File: src/rtl/mux4_rr_arbiter.sv
// Round-robin arbiter that owns the mux4 select and paces beats to one consumer.
// Data never passes through here; only sel/gnt and the valid/ready pacing do.
module mux4_rr_arbiter #(
    parameter int MAX_BEATS = 4,
    parameter int CW        = 8
) (
    input  logic          clk,
    input  logic          rst_n,
    input  logic [3:0]    req,
    input  logic          en,
    input  logic          out_ready,
    output logic [1:0]    sel,
    output logic [3:0]    gnt,
    output logic          out_valid,
    output logic          busy,
    output logic [CW-1:0] beat_cnt
);

    // Handshake: a beat is transferred on a rising edge where out_valid and
    // out_ready are both high; out_valid only ever depends on req and state.

    typedef enum logic {
        IDLE  = 1'b0,
        GRANT = 1'b1
    } state_t;

    localparam logic [CW-1:0] LAST_BEAT = CW'(MAX_BEATS - 1);

    state_t        state_q, state_d;
    logic [1:0]    sel_q, sel_d;
    logic [3:0]    gnt_q, gnt_d;
    logic [CW-1:0] cnt_q, cnt_d;
    logic [1:0]    ptr_q, ptr_d;

    logic          in_grant;
    logic          beat;
    logic          release_now;
    logic [1:0]    search_base;
    logic [1:0]    winner;

    // First requester found scanning upward from base, wrapping modulo 4.
    function automatic logic [1:0] pick(input logic [3:0] r, input logic [1:0] base);
        logic [1:0] idx;
        pick = base;
        for (int k = 3; k >= 0; k--) begin
            idx = base + 2'(k);
            if (r[idx]) begin
                pick = idx;
            end
        end
    endfunction

    assign in_grant    = (state_q == GRANT);
    assign out_valid   = in_grant & req[sel_q];
    assign beat        = out_valid & out_ready;
    assign release_now = in_grant & (~req[sel_q] | (beat & (cnt_q == LAST_BEAT)));

    // On release the rotation restarts just past the outgoing owner.
    assign search_base = in_grant ? (sel_q + 2'd1) : ptr_q;
    assign winner      = pick(req, search_base);

    always_comb begin
        state_d = state_q;
        sel_d   = sel_q;
        gnt_d   = gnt_q;
        cnt_d   = cnt_q;
        ptr_d   = ptr_q;
        case (state_q)
            IDLE: begin
                if (en && (req != 4'b0000)) begin
                    state_d = GRANT;
                    sel_d   = winner;
                    gnt_d   = 4'b0001 << winner;
                    cnt_d   = '0;
                end
            end
            GRANT: begin
                if (release_now) begin
                    ptr_d = sel_q + 2'd1;
                    cnt_d = '0;
                    if (en && (req != 4'b0000)) begin
                        sel_d = winner;
                        gnt_d = 4'b0001 << winner;
                    end else begin
                        state_d = IDLE;
                        gnt_d   = 4'b0000;
                    end
                end else if (beat) begin
                    cnt_d = cnt_q + 1'b1;
                end
            end
            default: begin
                state_d = IDLE;
                gnt_d   = 4'b0000;
                cnt_d   = '0;
            end
        endcase
    end

    always_ff @(posedge clk or negedge rst_n) begin
        if (!rst_n) begin
            state_q <= IDLE;
            sel_q   <= 2'd0;
            gnt_q   <= 4'b0000;
            cnt_q   <= '0;
            ptr_q   <= 2'd0;
        end else begin
            state_q <= state_d;
            sel_q   <= sel_d;
            gnt_q   <= gnt_d;
            cnt_q   <= cnt_d;
            ptr_q   <= ptr_d;
        end
    end

    assign sel      = sel_q;
    assign gnt      = gnt_q;
    assign busy     = in_grant;
    assign beat_cnt = cnt_q;

endmodule

File: config.mk
export PLATFORM = sky130hd
export DESIGN_NAME = mux4_rr_arbiter
export DESIGN_NICKNAME = d
export VERILOG_FILES = /design/src/rtl/mux4_rr_arbiter.sv
export SDC_FILE = /design/constraint.sdc
export NUM_CORES = 1
export LEC_CHECK = 0
export CAP_MARGIN = 15
export CORE_UTILIZATION = 48
export DETAILED_ROUTE_END_ITERATION = 8
export GPL_TIMING_DRIVEN = 0
export HOLD_SLACK_MARGIN = 0.1
export PLACE_DENSITY = 0.78
export SETUP_SLACK_MARGIN = 0.1
export SYNTH_ARGS = -nofsm -noshare
export SYNTH_HDL_FRONTEND = slang
export SYNTH_SLANG_ARGS = --single-unit
File: constraint.sdc
create_clock -name clk -period 2.5 [get_ports clk]
set_input_delay 0.5 -clock clk [delete_from_list [all_inputs] [get_ports clk]]
set_output_delay 0.5 -clock clk [all_outputs]
set_load 0.01 [all_outputs]
; ---- Word level (Yosys, flattened, before mapping)
; Index checks and enable logic that the tools add are counted.
[word_totals]
in_bits = 8
wordCells = 61
ff_bits = 17
output_inout_bits = 16
[classes]
n_lt_le_gt_ge = 5
n_eq_ne = 4
add_sub_neg = 5
shifts = 1
n_reduce_logical = 5
n_bitwise = 7
n_mux = 29
[ops]
columns = cell, n
row1 = 8-bit 2-to-1 mux, 3
row2 = 8-bit one-hot mux with 2 select lines, 1
row3 = "2-bit by 3-bit less-than comparator with 1-bit output, second input constant", 5
row4 = 2-bit 2-to-1 mux, 7
row5 = 4-bit 2-to-1 mux, 3
row6 = 1-bit binary-select mux with 2-bit select, 5
row7 = "8-bit by 1-bit adder with 8-bit output, second input constant", 1
row8 = "8-bit by 2-bit equality test with 1-bit output, second input constant", 1
row9 = 4-bit one-hot mux with 2 select lines, 1
row10 = 1-bit 2-to-1 mux, 7
row11 = 2-bit AND reduction, 3
row12 = "2-bit by 1-bit adder with 2-bit output, second input constant", 2
row13 = "2-bit adder, second input constant", 2
row14 = 1-bit bitwise AND, 4
row15 = 2-bit one-hot mux with 2 select lines, 1
row16 = 4-bit nonzero test, 1
row17 = "1-bit by 2-bit << shifter with 4-bit output, first input constant", 1
row18 = "3-bit by 1-bit inequality test with 1-bit output, second input constant", 1
row19 = "2-bit by 1-bit inequality test with 1-bit output, second input constant", 1
row20 = "2-bit inequality test, second input constant", 1
row21 = 1-bit NOT, 2
row22 = 1-bit one-hot mux with 2 select lines, 1
row23 = 1-bit logical AND, 1
row24 = 1-bit OR, 1

; ---- Logic depth before layout (Yosys ltp)
; Gate-level depths: netlist of the first run.
[logic_depth]
word_depth = 13
mapped_depth = 7
ltp_nobuf = 6

; ---- Least setup slack after synthesis of the first run
; OpenSTA, ideal clock, no wires.
[synth_timing]
path_type = register -> register
start = register cnt_q[0] (netlist: beat_cnt[0])
end = register sel_q[1] (netlist: sel[1])
stages_incl_launch_ff = 8
slack_ps = 459
setup_time_ps = 119
arrival_ps = 1923
n_path_buf = 1
cell_sequence = dfrtp_1 > ha_1 > or4b_1 > o211ai_1 > buf_2 > nand2_1 > or2_1 > o21a_1
[synth_between]
elab_chain_cells = 5
[synth_rtl]
columns = element, line_no
row1 = from (decl), 32  ; logic [CW-1:0] cnt_q, cnt_d;
row2 = from (signal assigned), 111  ; cnt_q <= cnt_d;
row3 = 8-bit by 2-bit equality test with 1-bit output, 56  ; assign release_now = in_grant & (~req[sel_q] | (beat & (cnt_q == LAST_BEAT)));
row4 = 1-bit bitwise AND, 56
row5 = 1-bit OR, 56
row6 = 1-bit bitwise AND, 56
row7 = 2-bit by 1-bit inequality test with 1-bit output (no source line), --
row8 = to (signal assigned), 109  ; sel_q <= sel_d;
row9 = to (decl), 30  ; logic [1:0] sel_q, sel_d;
; Every way passes these cells.
; A chain may end at the register's enable or synchronous reset.

; ---- Final worst setup path of the first run
[layout_timing]
start = input out_ready
end = register sel_q[1] (netlist: sel[1])
[layout_between]
elab_chain_cells = 5
[layout_rtl]
columns = element, line_no
row1 = from (decl), 11  ; input logic out_ready,
row2 = 1-bit bitwise AND, 55  ; assign beat = out_valid & out_ready;
row3 = 1-bit bitwise AND, 56
row4 = 1-bit OR, 56
row5 = 1-bit bitwise AND, 56
row6 = 2-bit by 1-bit inequality test with 1-bit output (no source line), --
; Every way passes these cells.

==> results of run 1 <==
## worst min-delay path, delay by kind of cell, from the launching register on
kind            cells  cell delay, ns
flops               1            0.35
simple gates        1            0.05
compound gates      1            0.06
## final timing paths
kind | start | slack [ns] | cells after the start | to
setup / recovery | out_ready | 0.20 | 7 | sel[1]
hold / removal | gnt[0] | 0.49 | 2 | gnt[0]
setup reg to reg | beat_cnt[0] | 0.30 | 7 | sel[1]
hold reg to reg | gnt[0] | 0.49 | 2 | gnt[0]
max in group asynchronous | rst_n | 1.32 | 1 | sel[0]
min in group asynchronous | rst_n | 0.65 | 1 | ptr_q[1]
## stage by stage
stage,hold slack [ns],cells,area (um^2)
final,0.494,159,1280
after global routing,0.541,159,1280
after CTS,0.503,159,1280
after detailed placement,0.482,155,1260
after global placement,0.474,155,1260
after floorplan,0.204,105,996
## cell usage in the layout, fill, tap and decap left out, types with 2 or more instances in the layout
cell and instances:
dlygate4sd2_1 5, a31oi_1 4, inv_1 4, and3_1 4, clkdlybuf4s50_1 18, o21ai_0 10
dfrtp_1 16, o21ai_1 2, clkbuf_1 2, a21o_1 2, clkbuf_4 3, nand2_1 9
o211ai_1 2, or4b_1 2, buf_2 2, nor2b_1 3, nand3_1 5, o31ai_1 5
a21oi_1 2, nor2_1 7, nand2b_1 4
## per-layer routing
metal  global-route usage [%]  vias to the layer above  part of all wire, %
met2                     40.0                       24                   52
met3                     4.53                        4                  2.9
met1                     28.9                      470                   44
met5                        0                        -                    0
li1                         -                      454                    -
met4                     6.67                        0                  1.4
## layout make-up
type                    count  area (um^2)
repair buffers             23          224
clock buffers               4         26.3
inverters                   4         15.0
fillers                   187          681
multi-input cells          81          542
flip-flops and latches     17          427
well taps                  27         33.8
plain buffers               3         13.8
## where the power goes
part / internal [mW] / switching, mW
Combinational: 0.310 / 0.339
Clock: 0.0619 / 0.0822
Sequential: 0.352 / 0.0819
Total: 0.723 / 0.503
## cells by family after synthesis
group / count (synthesis) / synth area share (%)
flip-flops: 17 / 42.7
buffers and inverters: 7 / 2.89
adder cells (fa/ha/maj): 1 / 1.26
multiplexers: 2 / 3.39
XOR/XNOR: 1 / 0.880
AND/OR/NAND/NOR: 39 / 20.7
AO/OA/AOI/OAI: 38 / 28.1
## state kept, by name (all words and copies together) (netlist names)
signal	cells
ptr_q	2
gnt	4
sel	2
beat_cnt	8
busy	1
## what timing repair did
action	4_1_cts	5_1_grt
buffers inserted	0	0
resized for setup	6	0
endpoints found under the setup margin	1	0
==> results by group, run 1 <==
STA
  – Setup Skew: ~0.0044 ns
  – Final hold viol count: 0
  – Worst slew pin tran: 0.760 ns
  – Setup_tns: 0 ns
  – RSZ-0062 raised after global routing: false
  – Fin crit period: 2.30 ns
  – Fin. max-slew vios: 0
  – Final setup violation count: 0
  – FMAX: ~0.43 GHz
  – Final Worst Setup Slack: 0.196 ns
  – Max-slew headroom: 49.2%
  – Final Cycle Share: ~92%

Floorplan
  – Die height: 47.6 um
  – Site Rows: 16
  – I/O Pins: 24
  – Core Area: a little under 2000 um^2
  – Die area: 2260 um^2
  – Die W: 47.6 um
  – Starting Density: 50.8%

Pwr
  – Total power draw: 1.23 mW
  – Pleak: 0.533 nW
  – Pwr Density: 957 nW/um^2
  – Peak VDD IR: 0.658 mV

Worst hold path
  – Worst hold path class: register to register

Global route
  – First-pass GRT wire length: 3560 um
  – Initial antenna violation count: 0
  – Total GRT Usage: 22.9%
  – Vias in the first global route: 795
  – Largest net degree at the start of global routing: 18
  – Grt ovf: 0

Clock network
  – CTS tree: done
  – Cts hold-fix bufs: 0
  – CTS Buf Count: 3
  – Clock H-tree levels: 1
  – Worst skew pair latency: ~0.28 ns
  – Clock slew at reported path FFs: 0.09 ns
  – Clock tree buffer depth: 2
  – Clock Sinks: 17
  – Root buffer cell: clkbuf_4

Run status
  – Status: complete, no violations

Setup path
  – Setup crit start kind: input port
  – Buffers and inverters on the worst path: 2
  – Worst endpoint required time: 2.68 ns
  – CP endpoint kind: register
  – CP Max Fanout: 10
  – Crit path arrival time: about 2.5 ns
  – Largest delay share family, worst path: simple AND/OR/NAND/NOR gates
  – Critical Path Slowest Stage Cell: clkdlybuf4s50_1
  – CP peak stage delay: 0.53 ns
  – Crit-path cells: clkdlybuf4s50_1, or4b_1, o211ai_1, buf_2, nand2_1, or2_1, o21a_1
  – CP Class: input port to register

Final layout
  – Synth-to-Final Area Change: 28.6%
  – Final Core Density: between 60% and 70%
  – Final net count: 142
  – Share of cells above drive strength 1: 8.33%
  – Number of diodes: 0

Synthesis
  – EDFF count, synth: 0
  – Cell area after synthesis: around 1000 um^2
  – Syn. warnings: 0
  – Most common cell in the netlist: dfrtp_1
  – Synth Flop Type: dfrtp_1
  – Top post-synthesis cells by area: dfrtp_1 43%, o21ai_0 5.0%, o31ai_1 3.8%, nand2_1 3.4%, nor2_1 2.6%
  – Synth cell types: 38
  – List of most frequent post-synthesis cells: 17 x dfrtp_1, 10 x o21ai_0, 9 x nand2_1, 7 x nor2_1
  – Post-synthesis sequential area ratio: 42.7%
  – FF+latch count, synth: 17
  – Mean post-synth cell area: between 9 and 10 um^2
  – Cell taking the most area after synthesis: dfrtp_1
  – Synth async-reset ratio: 100%
  – Synth top area share: a little over two fifths
  – Syn Inst Count: 105
  – Syn_nets: between 100 and 150

Route
  – Final wirelength: 2420 um
  – Residual DRC: 0
  – Avg WL per Cell: 15.2 um
  – Vias: 952
  – Vias/cell: 5.99
  – DRT iter0 DRCs: 12
  – DRT Pass-1 Iters: 4
  – Post-route ant nets: 0

Placed design
  – Worst slack, placed: -0.196 ns
  – Number of port buffers: 23
  – DP Wirelength: 1790 um
  – Routability cong.: 0.731

Job
  – # Max-Cap Violations: 0
(Power assumes the default switching activity.)
==> inputs of run 2 (changes only) <==
==> constraint.sdc (replaced) <==
create_clock -name clk -period 2.5 [get_ports clk]
set_input_delay 0.5 -clock clk [delete_from_list [all_inputs] [get_ports clk]]
set_output_delay 0.5 -clock clk [all_outputs]
set_load 0.005 [all_outputs]
==> results by group, run 2 (synthesis results as in run 1) <==
Clock network
  – CTS Buf Count: 3 (unchanged)
  – CTS tree: done
  – Root buffer cell: clkbuf_4
  – Clock tree buffer depth: 2 (unchanged)
  – Clock H-tree levels: 1 (unchanged)
  – Cts hold-fix bufs: 0 (unchanged)
  – Worst skew pair latency: 0.29 ns (about the same)
  – Clock Sinks: 17 (unchanged)
  – Clock slew at reported path FFs: 0.09 ns (about the same)

Global route
  – GR Util met2: 40.5% (+0.55 points)
  – Vias in the first global route: 801 (+0.75%)
  – Largest net degree at the start of global routing: 18 (unchanged)
  – Grt ovf: 0 (unchanged)
  – Met1 Use GR: 28.9% (unchanged)
  – GR peak layer: met2
  – Initial antenna violation count: 0 (unchanged)
  – Met3 Use GR: 4.53% (unchanged)
  – First-pass GRT wire length: 3570 um (+0.39%)
  – Total GRT Usage: 23.1% (+0.16 points)

Final layout
  – Most frequent cells in the layout: 19 x clkdlybuf4s50_1, 16 x dfrtp_1, 10 x o21ai_0
  – Synth-to-Final Area Change: 30.4%
  – Final net count: 145 (+2.1%)
  – Final Core Density: 66.2% (+0.89 points)
  – Number of diodes: 0 (unchanged)
  – Most common cell after layout, fill and taps aside: clkdlybuf4s50_1
  – Flip-flop count of the largest register after layout: 8 (unchanged)
  – Final instance area: 1300 um^2 (+1.4%)
  – Share of cells above drive strength 1: 11.9% (+3.5 points)
  – Post-route non-filler standard cell count: 162 (+1.9%)

Setup path
  – Setup crit start kind: input port
  – Buffers and inverters on the worst path: 3 (+1)
  – Largest delay share family, worst path: buffers and inverters
  – Setup crit start: req[3]
  – CP Class: input port to output pin
  – CP peak stage delay: 0.53 ns (about the same)
  – CP endpoint kind: output pin
  – Crit-path cells: dlygate4sd2_1, mux4_2, nand2_2, inv_1, clkdlybuf4s50_1
  – Worst endpoint required time: 2.00 ns (-0.68 ns)
  – Reg2Reg Launch Point: beat_cnt[0]
  – CP Max Fanout: 5 (-5)
  – Critical Path Slowest Stage Cell: mux4_2
  – Crit path arrival time: 1.88 ns (-0.61 ns)

Placed design
  – Placed Area: 1260 um^2 (unchanged)
  – Placed Cells: 155 (unchanged)
  – DP Wirelength: 1790 um (unchanged)
  – Number of port buffers: 23 (unchanged)
  – Worst slack, placed: -0.162 ns (+0.0341 ns)
  – Routability cong.: 0.731 (unchanged)

Floorplan
  – Starting Density: 50.8% (unchanged)
  – Core Area: 1960 um^2 (unchanged)
  – I/O Pins: 24 (unchanged)
  – Site Rows: 16 (unchanged)
  – Die height: 47.6 um (unchanged)
  – Die W: 47.6 um (unchanged)
  – Die area: 2260 um^2 (unchanged)

Pwr
  – Peak VDD IR: 0.659 mV (+0.20%)
  – Switch Pwr: 0.491 mW (-2.4%)
  – Int Pwr: 0.756 mW (+4.5%)
  – Pleak: 0.542 nW (+1.6%)
  – Combinational share of power: 54.1% (+1.2 points)
  – Clk pwr share: 11.7% (about the same)
  – Pwr Density: 960 nW/um^2 (+0.30%)
  – Switching Fraction: 39.4% (-1.6 points)
  – Power share of the sequential group: 34.2% (-1.1 points)
  – Total power draw: 1.25 mW (+1.7%)

STA
  – Setup_tns: 0 ns (unchanged)
  – Hold_ws: 0.496 ns (+0.00174 ns)
  – Setup Skew: 0.00347 ns (-0.000893 ns)
  – Max-slew headroom: 49.8% (+0.60 points)
  – Final Cycle Share: 95.0% (+2.9 points)
  – Fin. max-slew vios: 0 (unchanged)
  – Final hold viol count: 0 (unchanged)
  – Worst slew pin tran: 0.751 ns (-0.00893 ns)
  – RSZ-0062 raised after global routing: false
  – Fin crit period: 2.38 ns (+0.0717 ns)
  – Final Worst Setup Slack: 0.124 ns (-0.0717 ns)
  – FMAX: 0.421 GHz (-3.0%)
  – Final setup violation count: 0 (unchanged)

Run status
  – Status: complete, no violations

Route
  – Avg WL per Cell: 15.1 um (-0.35%)
  – Residual DRC: 0 (unchanged)
  – Final wirelength: 2450 um (+1.5%)
  – Post-route ant nets: 0 (unchanged)
  – Vias: 963 (+1.2%)
  – DRT Pass-1 Iters: 4 (unchanged)
  – DRT iter0 DRCs: 17 (+5)
  – Vias/cell: 5.94 (-0.72%)

Job
  – # Max-Cap Violations: 0 (unchanged)

Worst hold path
  – Worst Min Path Start: gnt[0]
  – Worst hold path class: register to register
==> run 2: cell types whose count changed in the layout (fill, tap and decap cells not counted), sizes merged <==
cell	previous run	this run
clkdlybuf4s50	18	19
clkbuf	5	7
clkdlybuf4s15	0	1
buf	2	5
dlygate4sd2	5	1
==> run 2: path summary, 6_finish.rpt <==
kind                        endpoint  slack [ns]  cells after the start
max                        out_valid        0.12                      5
min                           gnt[0]        0.50                      2
max reg2reg                   sel[1]        0.28                      7
min reg2reg                   gnt[0]        0.50                      2
max in group asynchronous     sel[0]        1.34                      1
min in group asynchronous   ptr_q[0]        0.65                      1
==> run 2: per-layer routing <==
| layer | up-vias | share of wire (%) |
|---|---|---|
| met2 | 26 | 51 |
| met5 | - | 0 |
| met1 | 470 | 43 |
| met4 | 0 | 1.3 |
| li1 | 463 | - |
| met3 | 4 | 4.4 |
==> run 2: cell type report <==
class	instances	area, um^2
Sequential cell	17	427
Timing Repair Buffer	26	241
Multi-Input combinational cell	81	542
Tap cell	27	33.8
Fill cell	182	663
Inverter	4	15.0
Clock buffer	4	26.3
Buffer	3	13.8
==> run 2: worst min-delay path, stage by stage, from the launching register on <==
cell     delay (ns)
dfrtp_1        0.35
nand2_1        0.05
o21ai_1        0.06
==> run 2: repair_timing <==
item                                    4_1_cts  5_1_grt
endpoints found under the setup margin        1        1
setup buffers                                 1        2
resized for setup                             5        5
pin swaps                                     1        0
==> run 2: power by group through the flow <==
stage	Clock (mW)	Combinational, mW	Sequential (mW)
after floorplan	0	0.381	0.430
after global placement	0	0.608	0.434
after detailed placement	0	0.627	0.439
after CTS	0.145	0.639	0.436
after global routing	0.164	0.741	0.440
final	0.146	0.674	0.427
